### src/rtl/led_pulse_stretcher_pkg.sv
// -----------------------------------------------------------------------------
// led_pulse_stretcher_pkg
//   Shared definitions for the LED output stage and the input debounce stage:
//   the phase encoding, default timing constants and a small helper used to
//   size counters.
// -----------------------------------------------------------------------------
package led_pulse_stretcher_pkg;

    typedef enum logic [1:0] {
        IDLE = 2'd0,
        ON   = 2'd1,
        GAP  = 2'd2
    } state_e;

    localparam int N_DEFAULT          = 20;
    localparam int HOLD_TICKS_DEFAULT = 3;
    localparam int GAP_TICKS_DEFAULT  = 3;
    localparam int CNT_W_DEFAULT      = 8;

    function automatic int max_int(input int a, input int b);
        return (a > b) ? a : b;
    endfunction

endpackage

### src/rtl/led_pulse_stretcher_timer.sv
// -----------------------------------------------------------------------------
// stretch_timer
//   Phase timer: an N-bit prescaler producing a tick every 2**N cycles and a
//   tick counter. done pulses for one cycle on the tick where the tick count
//   equals limit-1, i.e. after exactly limit*2**N cycles since restart.
//
// Ports
//   clk      in   system clock
//   reset_n  in   asynchronous active-low reset
//   restart  in   reload prescaler and tick count to 0 on the next edge
//   limit    in   phase length in ticks (>=1)
//   done     out  one-cycle pulse on the final cycle of the phase
// -----------------------------------------------------------------------------
module stretch_timer #(
    parameter int N       = 20,
    parameter int LIMIT_W = 2
) (
    input  logic               clk,
    input  logic               reset_n,
    input  logic               restart,
    input  logic [LIMIT_W-1:0] limit,
    output logic               done
);

    logic [N-1:0]       pre_q, pre_d;
    logic [LIMIT_W-1:0] tick_q, tick_d;
    logic               pre_wrap;

    assign pre_wrap = &pre_q;
    assign done     = pre_wrap && (tick_q == (limit - LIMIT_W'(1)));

    always_comb begin
        pre_d  = pre_q + N'(1);
        tick_d = tick_q;
        if (pre_wrap) begin
            tick_d = tick_q + LIMIT_W'(1);
        end
        if (restart) begin
            pre_d  = '0;
            tick_d = '0;
        end
    end

    always_ff @(posedge clk or negedge reset_n) begin
        if (!reset_n) begin
            pre_q  <= '0;
            tick_q <= '0;
        end else begin
            pre_q  <= pre_d;
            tick_q <= tick_d;
        end
    end

endmodule

### src/rtl/led_pulse_stretcher.sv
// -----------------------------------------------------------------------------
// led_pulse_stretcher
//   Turns short trigger pulses into an LED level with a guaranteed minimum ON
//   time (HOLD_TICKS ticks) and minimum OFF gap (GAP_TICKS ticks). One trigger
//   arriving while busy is queued; further ones are merged and counted.
//
// Ports
//   clk         in   system clock, rising edge
//   reset_n     in   asynchronous active-low reset
//   trig        in   trigger request, sampled every cycle
//   clr_cnt     in   synchronous clear of merged_cnt (wins over increment)
//   led         out  stretched LED drive, registered
//   busy        out  1 while in ON or GAP, registered
//   merged_cnt  out  saturating count of triggers absorbed without own ON
// -----------------------------------------------------------------------------
module led_pulse_stretcher
    import led_pulse_stretcher_pkg::*;
#(
    parameter int N          = N_DEFAULT,
    parameter int HOLD_TICKS = HOLD_TICKS_DEFAULT,
    parameter int GAP_TICKS  = GAP_TICKS_DEFAULT,
    parameter int CNT_W      = CNT_W_DEFAULT
) (
    input  logic             clk,
    input  logic             reset_n,
    input  logic             trig,
    input  logic             clr_cnt,
    output logic             led,
    output logic             busy,
    output logic [CNT_W-1:0] merged_cnt
);

    localparam int LIMIT_W = $clog2(max_int(HOLD_TICKS, GAP_TICKS) + 1);

    state_e             state_q, state_d;
    logic               pending_q, pending_d;
    logic [CNT_W-1:0]   cnt_q, cnt_d;
    logic               led_q, led_d;
    logic               busy_q, busy_d;
    logic               restart;
    logic               done;
    logic               cnt_inc;
    logic               gap_end;
    logic [LIMIT_W-1:0] limit;

    // ON uses the hold length; GAP (and IDLE, where done is ignored) the gap length.
    assign limit   = (state_q == ON) ? LIMIT_W'(HOLD_TICKS) : LIMIT_W'(GAP_TICKS);
    assign gap_end = (state_q == GAP) && done;

    stretch_timer #(
        .N       (N),
        .LIMIT_W (LIMIT_W)
    ) u_timer (
        .clk     (clk),
        .reset_n (reset_n),
        .restart (restart),
        .limit   (limit),
        .done    (done)
    );

    // State register and output registers.
    always_ff @(posedge clk or negedge reset_n) begin
        if (!reset_n) begin
            state_q <= IDLE;
            led_q   <= 1'b0;
            busy_q  <= 1'b0;
        end else begin
            state_q <= state_d;
            led_q   <= led_d;
            busy_q  <= busy_d;
        end
    end

    // Next-state logic. restart marks every state entry, including GAP -> ON.
    always_comb begin
        state_d = state_q;
        restart = 1'b0;
        case (state_q)
            IDLE: begin
                if (trig) begin
                    state_d = ON;
                    restart = 1'b1;
                end
            end
            ON: begin
                if (done) begin
                    state_d = GAP;
                    restart = 1'b1;
                end
            end
            GAP: begin
                if (done) begin
                    state_d = (pending_q || trig) ? ON : IDLE;
                    restart = 1'b1;
                end
            end
            default: begin
                state_d = IDLE;
                restart = 1'b1;
            end
        endcase
    end

    // Output logic, computed from the next state so led/busy are registered
    // yet aligned with the state register.
    always_comb begin
        led_d  = (state_d == ON);
        busy_d = (state_d != IDLE);
    end

    // Queue and merge accounting. On the GAP end tick the pending request is
    // consumed by the new ON; a trig on that same tick is merged only when a
    // request was already pending, otherwise it starts the ON itself.
    always_comb begin
        pending_d = pending_q;
        cnt_inc   = 1'b0;
        if (gap_end) begin
            pending_d = 1'b0;
            cnt_inc   = pending_q && trig;
        end else if ((state_q != IDLE) && trig) begin
            if (pending_q) begin
                cnt_inc = 1'b1;
            end else begin
                pending_d = 1'b1;
            end
        end
    end

    always_comb begin
        cnt_d = cnt_q;
        if (clr_cnt) begin
            cnt_d = '0;
        end else if (cnt_inc && (cnt_q != {CNT_W{1'b1}})) begin
            cnt_d = cnt_q + CNT_W'(1);
        end
    end

    always_ff @(posedge clk or negedge reset_n) begin
        if (!reset_n) begin
            pending_q <= 1'b0;
            cnt_q     <= '0;
        end else begin
            pending_q <= pending_d;
            cnt_q     <= cnt_d;
        end
    end

    assign led        = led_q;
    assign busy       = busy_q;
    assign merged_cnt = cnt_q;

endmodule

### config.mk
export PLATFORM = sky130hd
export DESIGN_NAME = led_pulse_stretcher
export DESIGN_NICKNAME = d
export VERILOG_FILES = /design/src/rtl/led_pulse_stretcher_pkg.sv /design/src/rtl/led_pulse_stretcher_timer.sv /design/src/rtl/led_pulse_stretcher.sv
export SDC_FILE = /design/constraint.sdc
export NUM_CORES = 1
export LEC_CHECK = 0
export CORE_MARGIN = 2
export CORE_UTILIZATION = 50
export CTS_BUF_LIST = sky130_fd_sc_hd__clkbuf_8
export DETAILED_ROUTE_END_ITERATION = 6
export PLACE_DENSITY = 0.7
export SYNTH_ARGS = -nofsm -noshare
export SYNTH_HDL_FRONTEND = slang
export SYNTH_HIERARCHICAL = 1
export SYNTH_SLANG_ARGS = --single-unit
### constraint.sdc
create_clock -name clk -period 4.6 [get_ports clk]
set_input_delay 0.69 -clock clk [delete_from_list [all_inputs] [get_ports clk]]
set_output_delay 0.69 -clock clk [all_outputs]
set_load 0.01 [all_outputs]
# Word-level counts from Yosys, hierarchy flattened
# Cells that the tools add are included.
[totals]
reg_bits = 35
latch_bits = 0
ram_bits = 0
rom_bits = 0
in_bits = 4
out_inout_bits = 10
wordCells = 47
memories = 0
[op_classes]
n_addsub = 3
n_mul = 0
div_mod_pow = 0
n_lt_le_gt_ge = 0
eq_ne = 5
shift = 0
mux = 18
n_bitwise = 0
n_reduce_logical = 14
[op_table]
columns = ["cell", "n"]
rows = [
  ["$add A20 B1 Y20 const B", 1],
  ["$mux W20", 1],
  ["$reduce_and A20 Y1", 1],
  ["$mux W8", 2],
  ["$mux W2", 5],
  ["$reduce_bool A2 Y1", 5],
  ["$add A8 B1 Y8 const B", 1],
  ["$mux W1", 8],
  ["$ne A8 B8 Y1 const B", 1],
  ["$pmux W2 S3", 1],
  ["$logic_and A1 B1 Y1", 5],
  ["$eq A2 B1 Y1 const B", 2],
  ["$eq A2 B2 Y1 const B", 2],
  ["$add A2 B1 Y2 const B", 1],
  ["$logic_not A2 Y1", 1],
  ["$pmux W1 S2", 1],
  ["$reduce_or A2 Y1", 1],
  ["$logic_or A1 B1 Y1", 1],
]

# Depth between registers and ports, before layout
# Gate-level depths: netlist (run 1).
[depth]
depth_word = 7
mapped_depth = 8
ltp_nobuf = 8

# Cells and area by module
# The synthesis (run 1) kept the hierarchy.
[modules_own_cells]
columns = ["module", "instances", "cells_per_inst", "area_per_inst_um2", "seq_area_each_um2"]
rows = [
  ["stretch_timer", 1, 116, 1107.3, 550.5],
  ["led_pulse_stretcher", 1, 80, 782.0, 325.3],
]

# Least setup slack after synthesis (run 1)
# OpenSTA, ideal clock, no wires.
[synth_timing]
path_type = "register -> register"
start = "reg u_timer.pre_q[0]"
end = "reg cnt_q[5], in the netlist merged_cnt[5]"
setup_time_ns = 0.127
arrival_ns = 2.633
t_required_ns = 4.473
slack_ns = 1.839
path_stages_with_launch = 9
path_buffers = 0
period_less_slack_ns = 2.761
path_cell_list = "dfrtp_1 ha_1 nand3_1 or4_4 nor3_1 a21boi_2 a211oi_4 nand4_1 mux2_1"
[synth_between]
elab_chain_len = 6
[synth_rtl]
columns = ["item", "line_no", "rtl"]
rows = [
  ["start: declaration", "led_pulse_stretcher_timer.sv:25", "logic [N-1:0] pre_q, pre_d;"],
  ["start signal: assignment", "led_pulse_stretcher_timer.sv:49", "pre_q <= pre_d;"],
  ["$reduce_and A20 Y1", "led_pulse_stretcher_timer.sv:29", "assign pre_wrap = &pre_q;"],
  ["$logic_and A1 B1 Y1", "led_pulse_stretcher_timer.sv:30", "assign done = pre_wrap && (tick_q == (limit - LIMIT_W'(1)));"],
  ["via done", "led_pulse_stretcher.sv:41", "logic done;"],
  ["$logic_and A1 B1 Y1", "led_pulse_stretcher.sv:48", "assign gap_end = (state_q == GAP) && done;"],
  ["$mux W1", "led_pulse_stretcher.sv:117", "if (gap_end) begin"],
  ["$logic_and A1 B1 Y1", "led_pulse_stretcher.sv:133", "end else if (cnt_inc && (cnt_q != {CNT_W{1'b1}})) begin"],
  ["$reduce_bool A2 Y1 (no line)", "-", ""],
  ["end signal: assignment", "led_pulse_stretcher.sv:144", "cnt_q <= cnt_d;"],
  ["end: declaration", "led_pulse_stretcher.sv:37", "logic [CNT_W-1:0] cnt_q, cnt_d;"],
]
# The timed path passes the listed nets, and every way through them passes these cells.
# A chain may end at the register's enable or synchronous reset.

# Worst setup path in the final report (run 1)
# Ends and elaborated chain as after synthesis.

==> results.md, run 1 <==
- CP endpoint kind: flip-flop
- Gpl congestion: 0.864
- Top cell family by delay on the critical path: simple AND/OR/NAND/NOR gates
- Vias per cell: 5.77
- Cell chain of the critical path: ha_1, nand3_1, or4_4, nor3_1, a21boi_2, a211oi_4, nand4_1, mux2_1
- Fin Setup TNS: 0 ns
- Status: completed
- Async SR Flop Fraction: 100%
- Sw power: 264 µW
- Placed Instances: 255
- Vias: 1517
- Fin crit share: 68.4%
- Met3 usage in global routing: 4.62%
- Flop and latch count out of synthesis: 35
- Register area share after synthesis: 46.4%
- Dpl ws: 1.45 ns
- Initial DRC count: 64
- Worst Path Required: 4.77 ns
- Switch share: 30.5%
- 1st-pass router iterations: 4
- # port buffers: 13
- WP depth: 8
- Final hold violations: 0
- FF-to-FF End: merged_cnt[5]
- Total grt overflow: 0
- R2R depth: 8
- Antenna Cells: 0
- TritonCTS clock tree: yes
- Core Area: 3630 µm²
- Cell internal pwr: 602 µW
- Crit path kind: reg2reg
- Cell Pwr Density: 395 nW/µm²
- Layout Area Growth over Synthesis: 16.1%
- Worst setup SP type: flip-flop
- Total of max-cap violations: 0
- Num ports: 14
- Final setup violation count: 0
- Clk_lat worst skew: 0.29 ns
- Comb pwr share: 22.9%
- Die Y: 65.5 µm
- Largest net degree at the start of global routing: 36
- DP HPWL: 2740 µm
- Vias in the first global route: 1574
- Hold path startpoint: u_timer/pre_q[0]
- Critical R2R Launch: u_timer/pre_q[0]
- Final non-filler cell total: 263
- DP Area: 2080 µm²
- Ratio of cells with drive above 1 in the final layout: 9.30%
- Hold path depth: 1
- Final worst slack: 1.45 ns
- Hold crit path type: reg2reg
- R2R Setup Slk: 1.45 ns
- RSZ-0062 raised after global routing: no
- Post-cts resize count: 0
- Cell variety after synth: 47
- Most Crowded Layer GR: met2
- Grt met2 use: 35.8%
- Clk root buf: clkbuf_8
- Fin crit period: 3.15 ns
- Part of the power in registers: 43.9%
- Worst slew margin: 49.6%
- Critical path arrival: 3.32 ns
- Crit-path max FO: 7
- Crit path max-delay cell type: nor3_1
- Fin nets: 224
- Die W: 65.5 µm
- Worst path bufs/invs: 0
- Fin. max-slew vios: 0
- H-tree levels: 2
- Tightest Pin Transition: 0.751 ns
- Grt met1 use: 25.0%
- Slowest stage delay, CP: 0.64 ns
- Post-Layout Inst Area: 2190 µm²
- Pleak: 0.000881 µW
- Row count: 22
- First-pass GRT wire length: 6830 µm
- Mean routed wirelength per cell: 14.6 µm
- Initial Util: 52.0%
- Postcts setup bufs: 0
- Hold buffer count at CTS: 0
- Num CTS Buffers: 5
- Final antenna-violating net count: 0
- Mapped Area: 1890 µm²
- Post-Synthesis Cells: 196
- Hold path endpoint: u_timer/pre_q[0]
- Syn. warnings: 6
- Max Root-Sink Buffers: 2
- Die ar.: 4290 µm²
- Sink Count: 35
- Initial antenna violation count: 0
- Clk slew on worst S/H paths: 0.07 ns
- DRC: 0
- Syn_area_per_cell: 9.64 µm²
- Number of synthesized flops with an enable pin: 0
- Total GRT Usage: 20.6%
- Worst VDD drop: 314 µV
- Total Wirelength: 3840 µm
- Clk pwr share: 33.2%
- Fmax: 318 MHz
- Clk_skew: 0.00142 ns
- Synth Flop Type: dfrtp_1
## how the worst max path moves through the flow
| stage | startpoint | to |
|---|---|---|
| after floorplan | u_timer/pre_q[0] | merged_cnt[5] |
| after global placement | u_timer/pre_q[0] | merged_cnt[5] |
| after detailed placement | u_timer/pre_q[0] | merged_cnt[5] |
| after CTS | u_timer/pre_q[0] | merged_cnt[5] |
| after global routing | u_timer/pre_q[0] | merged_cnt[5] |
| final | u_timer/pre_q[0] | merged_cnt[5] |
## worst register-to-register path, stage by stage (launching register included)
cell,delay [ns]
dfrtp_1,0.39
ha_1,0.25
nand3_1,0.15
or4_4,0.53
nor3_1,0.64
a21boi_2,0.25
a211oi_4,0.34
nand4_1,0.15
mux2_1,0.33
## flip-flops by register name, summed over array words and instances (netlist names)
register	cells
busy	1
u_timer/tick_q	2
pending_q	1
state_q	2
merged_cnt	8
u_timer/pre_q	20
led	1
## cell families after synthesis
group,count (synthesis),share of synthesized area (%)
flops,35,46.4
xor+xnor,12,5.56
compound gates,43,14.9
fa+ha+maj,6,3.97
simple gates,80,24.5
mux,2,1.13
other cells,1,0.198
buf+inv,17,3.38
## Yosys cell counts, drive strengths merged (2+ instances only)
master  number  area (µm²)
a211oi       2        27.5
a21oi       20         100
and2         2        12.5
and3         2        17.5
and4         3        28.8
buf          2        7.51
clkbuf       3        11.3
dfrtp       35         876
ha           6        75.1
inv         12        45.0
nand2       10        40.0
nand3        9        45.0
nand4        6        52.6
nor2        20        75.1
nor2b        3        18.8
nor3         5        25.0
nor4         2        12.5
o21ai        7        35.0
o31ai        5        37.5
or2          2        12.5
or3          8        51.3
or4          5        41.3
xnor2       10        87.6
xor2         2        17.5
## metrics by stage
step / hold slack, ns / total power (µW) / util [%]
3_3_place_gp: 0.466 / 570 / 57.1
2_1_floorplan: 0.394 / 512 / -
6_report: 0.489 / 865 / 60.4
5_1_grt: 0.538 / 917 / 60.4
3_5_place_dp: 0.483 / 585 / 57.1
4_1_cts: 0.493 / 875 / 60.4
## layout make-up
type | count | area, µm²
Timing Repair Buffer | 14 | 138
Fill cell | 315 | 1440
Tap cell | 48 | 60.1
Clock buffer | 6 | 82.6
Multi-Input combinational cell | 146 | 957
Inverter | 12 | 45.0
Sequential cell | 35 | 876
Clock inverter | 2 | 35.0
## metal layers
metal,up-vias,wire length [µm]
met5,-,0
met4,0,33
met3,4,123
met2,28,1960
met1,755,1720
li1,730,-
## placed cells by master (no fill, tap or decap), drive strengths merged, types with 6 or more instances in the layout
cell	n
a21oi	20
clkbuf	6
clkdlybuf4s50	13
dfrtp	35
ha	6
inv	12
nand2	10
nand3	9
nand4	6
nor2	20
o21ai	7
or3	8
xnor2	10
## power groups by stage
stage                     logic (µW)  registers [µW]  clock network (µW)
after detailed placement         199             386                   0
after global placement           188             382                   0
after global routing             226             387                 305
after CTS                        202             380                 293
after floorplan                  125             386                   0
final                            198             380                 287
No activity file was read; power rests on OpenSTA's default activity.
==> run 2: changes to the inputs <==
==> constraint.sdc (replaced) <==
create_clock -name clk -period 3.25 [get_ports clk]
set_input_delay 0.4875 -clock clk [delete_from_list [all_inputs] [get_ports clk]]
set_output_delay 0.4875 -clock clk [all_outputs]
set_load 0.01 [all_outputs]
==> run 2 against run 1 <==
Effect of this change: die area stayed put; sequential cell count unchanged; combinational power grew 44%.
==> results.md, run 2 (same netlist as run 1, synthesis figures left out) <==
- Final worst slack: 0.545 ns
- Antenna Cells: 0
- Most frequent cells in the layout: dfrtp_1 (35), a21oi_1 (20), nor2_1 (20)
- Layout Area Growth over Synthesis: 16.9%
- Critical path arrival: 2.87 ns
- Num CTS Buffers: 5
- Worst VDD drop: 387 µV
- Gpl congestion: 0.884
- Vias per cell: 5.72
- Cell Pwr Density: 557 nW/µm²
- CP endpoint kind: flip-flop
- Die Y: 65.5 µm
- Mean routed wirelength per cell: 13.8 µm
- Most common cell after layout, fill and taps aside: dfrtp_1
- Clk slew on worst S/H paths: 0.07 ns
- Initial Util: 52.0%
- Fin Setup TNS: 0 ns
- Total Wirelength: 3660 µm
- Vias in the first global route: 1484
- Final setup violation count: 0
- Biggest register: u_timer/pre_q
- H-tree levels: 2
- DRC: 0
- Top cell family by delay on the critical path: simple AND/OR/NAND/NOR gates
- Hold buffer count at CTS: 0
- Worst Path Required: 3.42 ns
- Crit path kind: reg2reg
- Dpl ws: 0.551 ns
- Final antenna-violating net count: 0
- Clk_lat worst skew: 0.29 ns
- RSZ-0062 raised after global routing: no
- Hold path startpoint: u_timer/pre_q[0]
- Critical R2R Launch: u_timer/pre_q[0]
- Post-Layout Inst Area: 2210 µm²
- Num ports: 14
- Slowest stage delay, CP: 0.53 ns
- Fmax: 370 MHz
- Initial antenna violation count: 0
- Clk root buf: clkbuf_8
- Vias: 1515
- Die ar.: 4290 µm²
- Final hold violations: 0
- # port buffers: 13
- Clk_skew: 0.00665 ns
- First-pass GRT wire length: 6350 µm
- Total grt overflow: 0
- Max Root-Sink Buffers: 2
- Fin. max-slew vios: 0
- Footprint of the multi-input gates: 957 µm²
- Max reg flops: 20
- Post-cts resize count: 0
- Die W: 65.5 µm
- Fin crit period: 2.71 ns
- Initial DRC count: 67
- Largest net degree at the start of global routing: 36
- Fin crit share: 83.2%
- Sink Count: 35
- CP Launch Point: u_timer/pre_q[0]
- Ratio of cells with drive above 1 in the final layout: 10.1%
- Fin nets: 226
- Total GRT Usage: 19.1%
- DP HPWL: 2560 µm
- DP Area: 2090 µm²
- Row count: 22
- Postcts setup bufs: 0
- Hold crit path type: reg2reg
- Register area: 876 µm²
- Crit path max-delay cell type: or4_4
- Worst setup SP type: flip-flop
- Crit-path max FO: 7
- Filler cells: 311
- Core Area: 3630 µm²
- Total of max-cap violations: 0
- Status: completed
- TritonCTS clock tree: yes
- Total power: 1230 µW
- Cell chain of the critical path: ha_1, nand3_1, or4_4, nor3_1, buf_4, a21boi_2, a211oi_4, nand4_1, mux2_1
- 1st-pass router iterations: 4
- Worst path bufs/invs: 1
- Pleak: 0.000891 µW
-- run 2: changes by cell type in the layout (fill, tap and decap cells not counted), sizes merged --
cell,change
buf,+2
-- run 2: final timing paths --
path	endpoint	slack (ns)	cells past startpoint
min in group asynchronous	merged_cnt[2]	0.61	2
worst min register to register	u_timer/pre_q[0]	0.49	1
max in group asynchronous	u_timer/pre_q[6]	2.31	2
worst min-delay path	u_timer/pre_q[0]	0.49	1
worst max register to register	merged_cnt[5]	0.54	9
worst max-delay path	merged_cnt[5]	0.54	9
-- run 2: cell type report --
class,instances,area share (%)
Timing Repair Buffer,16,6.91
Clock buffer,6,3.74
Tap cell,48,2.72
Inverter,12,2.04
Sequential cell,35,39.7
Clock inverter,2,1.59
Multi-Input combinational cell,146,43.3
-- run 2: power by group --
part / internal (µW) / switching (µW) / total, µW
Clock: 248 / 158 / 406
Combinational: 122 / 165 / 286
Sequential: 487 / 50.4 / 537
-- run 2: worst register-to-register path: cells and delay by family, from the launching register on --
family | cells | cell delay, ns
fa+ha+maj | 1 | 0.24
simple gates | 4 | 1.04
buf+inv | 1 | 0.18
flops | 1 | 0.39
mux | 1 | 0.33
compound gates | 2 | 0.41
-- run 2: per-layer routing --
layer | wire length (µm) | vias up | GRT usage, %
met4 | 65 | 0 | 5.99
met2 | 1720 | 32 | 32.0
met3 | 143 | 8 | 5.31
met1 | 1740 | 740 | 23.9
met5 | 0 | - | 0
li1 | - | 735 | -
-- run 2: per-stage QoR --
| step | instances | hold WS (ns) | utilization, % |
|---|---|---|---|
| 2_1_floorplan | 198 | 0.192 | - |
| 3_3_place_gp | 257 | 0.466 | 57.5 |
| 3_5_place_dp | 257 | 0.478 | 57.5 |
| 4_1_cts | 265 | 0.487 | 60.8 |
| 5_1_grt | 265 | 0.534 | 60.8 |
| 6_report | 265 | 0.494 | 60.8 |
==> run 3: changes to the inputs <==
--- a/config.mk
+++ b/config.mk
@@ -9,7 +9,7 @@
 export CORE_UTILIZATION = 50
 export CTS_BUF_LIST = sky130_fd_sc_hd__clkbuf_8
 export DETAILED_ROUTE_END_ITERATION = 6
-export PLACE_DENSITY = 0.7
+export PLACE_DENSITY = 0.72
 export SYNTH_ARGS = -nofsm -noshare
 export SYNTH_HDL_FRONTEND = slang
 export SYNTH_HIERARCHICAL = 1
==> constraint.sdc (replaced) <==
create_clock -name clk -period 2.2 [get_ports clk]
set_input_delay 0.33 -clock clk [delete_from_list [all_inputs] [get_ports clk]]
set_output_delay 0.33 -clock clk [all_outputs]
set_load 0.01 [all_outputs]
==> run 3 against run 2 <==
Effect of this change: cell count increased by 4.2%; the flow now finishes with violations (setup timing); critical endpoint unchanged; hold slack lost 0.046 ns; register-to-register slack lost 0.59 ns; clock power increased by 24%.
==> results.md, run 3 (same netlist as run 1, synthesis figures left out) <==
- Status: complete, but fails checks
- Violations in the final reports: setup timing
- Most frequent cells in the layout: dfrtp_1 (35), nor2_1 (19), a21oi_1 (19)
- Total grt overflow: 0
- Die W: 65.5 µm
- Crit-path max FO: 5
- Worst path bufs/invs: 0
- Ratio of cells with drive above 1 in the final layout: 17.5%
- Vias in the first global route: 1576
- Post-Layout Inst Area: 2340 µm²
- RSZ-0062 raised after global routing: yes
- Pleak: 0.000969 µW
- Util after Layout: 64.5%
- CP endpoint kind: flip-flop
- Part of the power in registers: 42.4%
- Clk slew on worst S/H paths: 0.07 ns
- FF-to-FF End: merged_cnt[5]
- Grt met2 use: 38.0%
- Initial DRC count: 110
- Total Wirelength: 3840 µm
- Initial Util: 52.0%
- DRC: 0
- First-pass GRT wire length: 6810 µm
- Mean routed wirelength per cell: 13.9 µm
- Worst VDD drop: 484 µV
- Most Crowded Layer GR: met2
- Layout Area Growth over Synthesis: 24.0%
- Sw power: 574 µW
- Total power: 1840 µW
- Initial antenna violation count: 0
- Worst Path Required: 2.38 ns
- Fin crit share: 102%
- R2R depth: 8
- Fin nets: 237
- Switch share: 31.1%
- Max Root-Sink Buffers: 2
- Filler cells: 304
- Max reg flops: 20
- Clk root buf: clkbuf_8
- Num ports: 14
- Hold buffer count at CTS: 0
- Core Area: 3630 µm²
- Die Y: 65.5 µm
- Met3 usage in global routing: 5.82%
- Most common cell after layout, fill and taps aside: dfrtp_1
- Die ar.: 4290 µm²
- # port buffers: 13
- Gpl congestion: 0.755
- Critical path arrival: 2.42 ns
- Sink Count: 35
- Vias: 1541
- Final worst slack: -0.0479 ns
- Clk pwr share: 27.3%
- Top cell family by delay on the critical path: simple AND/OR/NAND/NOR gates
- DP HPWL: 2670 µm
- Fmax: 445 MHz
- Total GRT Usage: 20.8%
- Critical R2R Launch: u_timer/pre_q[1]
- Register area: 876 µm²
- H-tree levels: 2
- Total of max-cap violations: 0
- TritonCTS clock tree: yes
- Clk_lat worst skew: 0.29 ns
- Crit path kind: reg2reg
- Footprint of the multi-input gates: 1010 µm²
- Crit path max-delay cell type: or4_4
- Cell chain of the critical path: ha_2, nand3_2, or4_4, nor3_4, a21boi_4, a211oi_4, nand4_1, mux2_4
- Grt met1 use: 23.2%
- Cell internal pwr: 1270 µW
- Final antenna-violating net count: 0
- Placed Instances: 266
- Fin crit period: 2.25 ns
- Slowest stage delay, CP: 0.52 ns
- Final setup violation count: 1
- Cell Pwr Density: 787 nW/µm²
- Row count: 22
- Num CTS Buffers: 5
- Worst setup SP type: flip-flop
- Final hold violations: 0
- R2R Setup Slk: -0.05 ns
- Dpl ws: -0.0258 ns
- Comb pwr share: 30.2%
- Vias per cell: 5.58
- 1st-pass router iterations: 4
- Largest net degree at the start of global routing: 36
- DP Area: 2200 µm²
- Antenna Cells: 0
- Clk_skew: 0.00374 ns
- Hold crit path type: in2async
- Fin. max-slew vios: 0
- Final non-filler cell total: 276
- Biggest register: u_timer/pre_q
run 3: cell count changes in the layout (fill, tap and decap cells not counted), sizes merged:
cell | before | now
inv | 12 | 13
bufinv | 1 | 0
clkinv | 1 | 0
clkbuf | 6 | 7
buf | 3 | 14
run 3: what timing repair did:
| item | in CTS | in global routing |
|---|---|---|
| resized for setup | 0 | 6 |
| setup buffers | 1 | 1 |
| pin swaps | 0 | 2 |
| endpoints found under the setup margin | 4 | 10 |
| gates cloned | 0 | 0 |
run 3: layout make-up:
type | count | share of cell area [%]
timing repair buffer | 27 | 10.6
clock inverter | 1 | 0.160
sequential | 35 | 37.4
tap | 48 | 2.56
inverter | 12 | 1.92
clock buffer | 7 | 4.11
multi-input combinational | 146 | 43.3
run 3: worst max path at each step:
stage	endpoint	slack [ns]	cells after the start	from
2_1_floorplan	merged_cnt[5]	-0.20	8	u_timer/pre_q[0]
5_1_grt	merged_cnt[5]	-0.17	8	u_timer/pre_q[0]
6_report	merged_cnt[5]	-0.05	8	u_timer/pre_q[1]
3_5_place_dp	merged_cnt[5]	-0.03	8	u_timer/pre_q[1]
4_1_cts	merged_cnt[5]	-0.02	8	u_timer/pre_q[0]
3_3_place_gp	merged_cnt[5]	0.04	8	u_timer/pre_q[1]
run 3: through the flow:
step	TNS [ns]	hold WS (ns)
3_3_place_gp	0	0.522
5_1_grt	-0.726	0.500
4_1_cts	-0.0379	0.462
6_report	-0.0479	0.448
3_5_place_dp	-0.0292	0.548
2_1_floorplan	-0.346	0.0344
run 3: worst register-to-register path, delay by kind of cell, from the launching register on:
family          cells  cell delay (ns)
flops               1             0.36
compound gates      2             0.32
mux                 1             0.32
simple gates        4             0.93
fa+ha+maj           1             0.20
run 3: power groups by stage:
stage / Clock [µW] / Sequential, µW / Combinational [µW]
floorplan: 0 / 810 / 276
global placement: 0 / 786 / 505
detailed placement: 0 / 794 / 525
CTS: 523 / 779 / 540
global route: 554 / 791 / 625
finish: 504 / 782 / 557
run 3: per-layer routing:
layer	up-vias	share of wire [%]
li1	756	-
met1	757	43
met2	23	53
met3	5	3.0
met4	0	1.1
met5	-	0
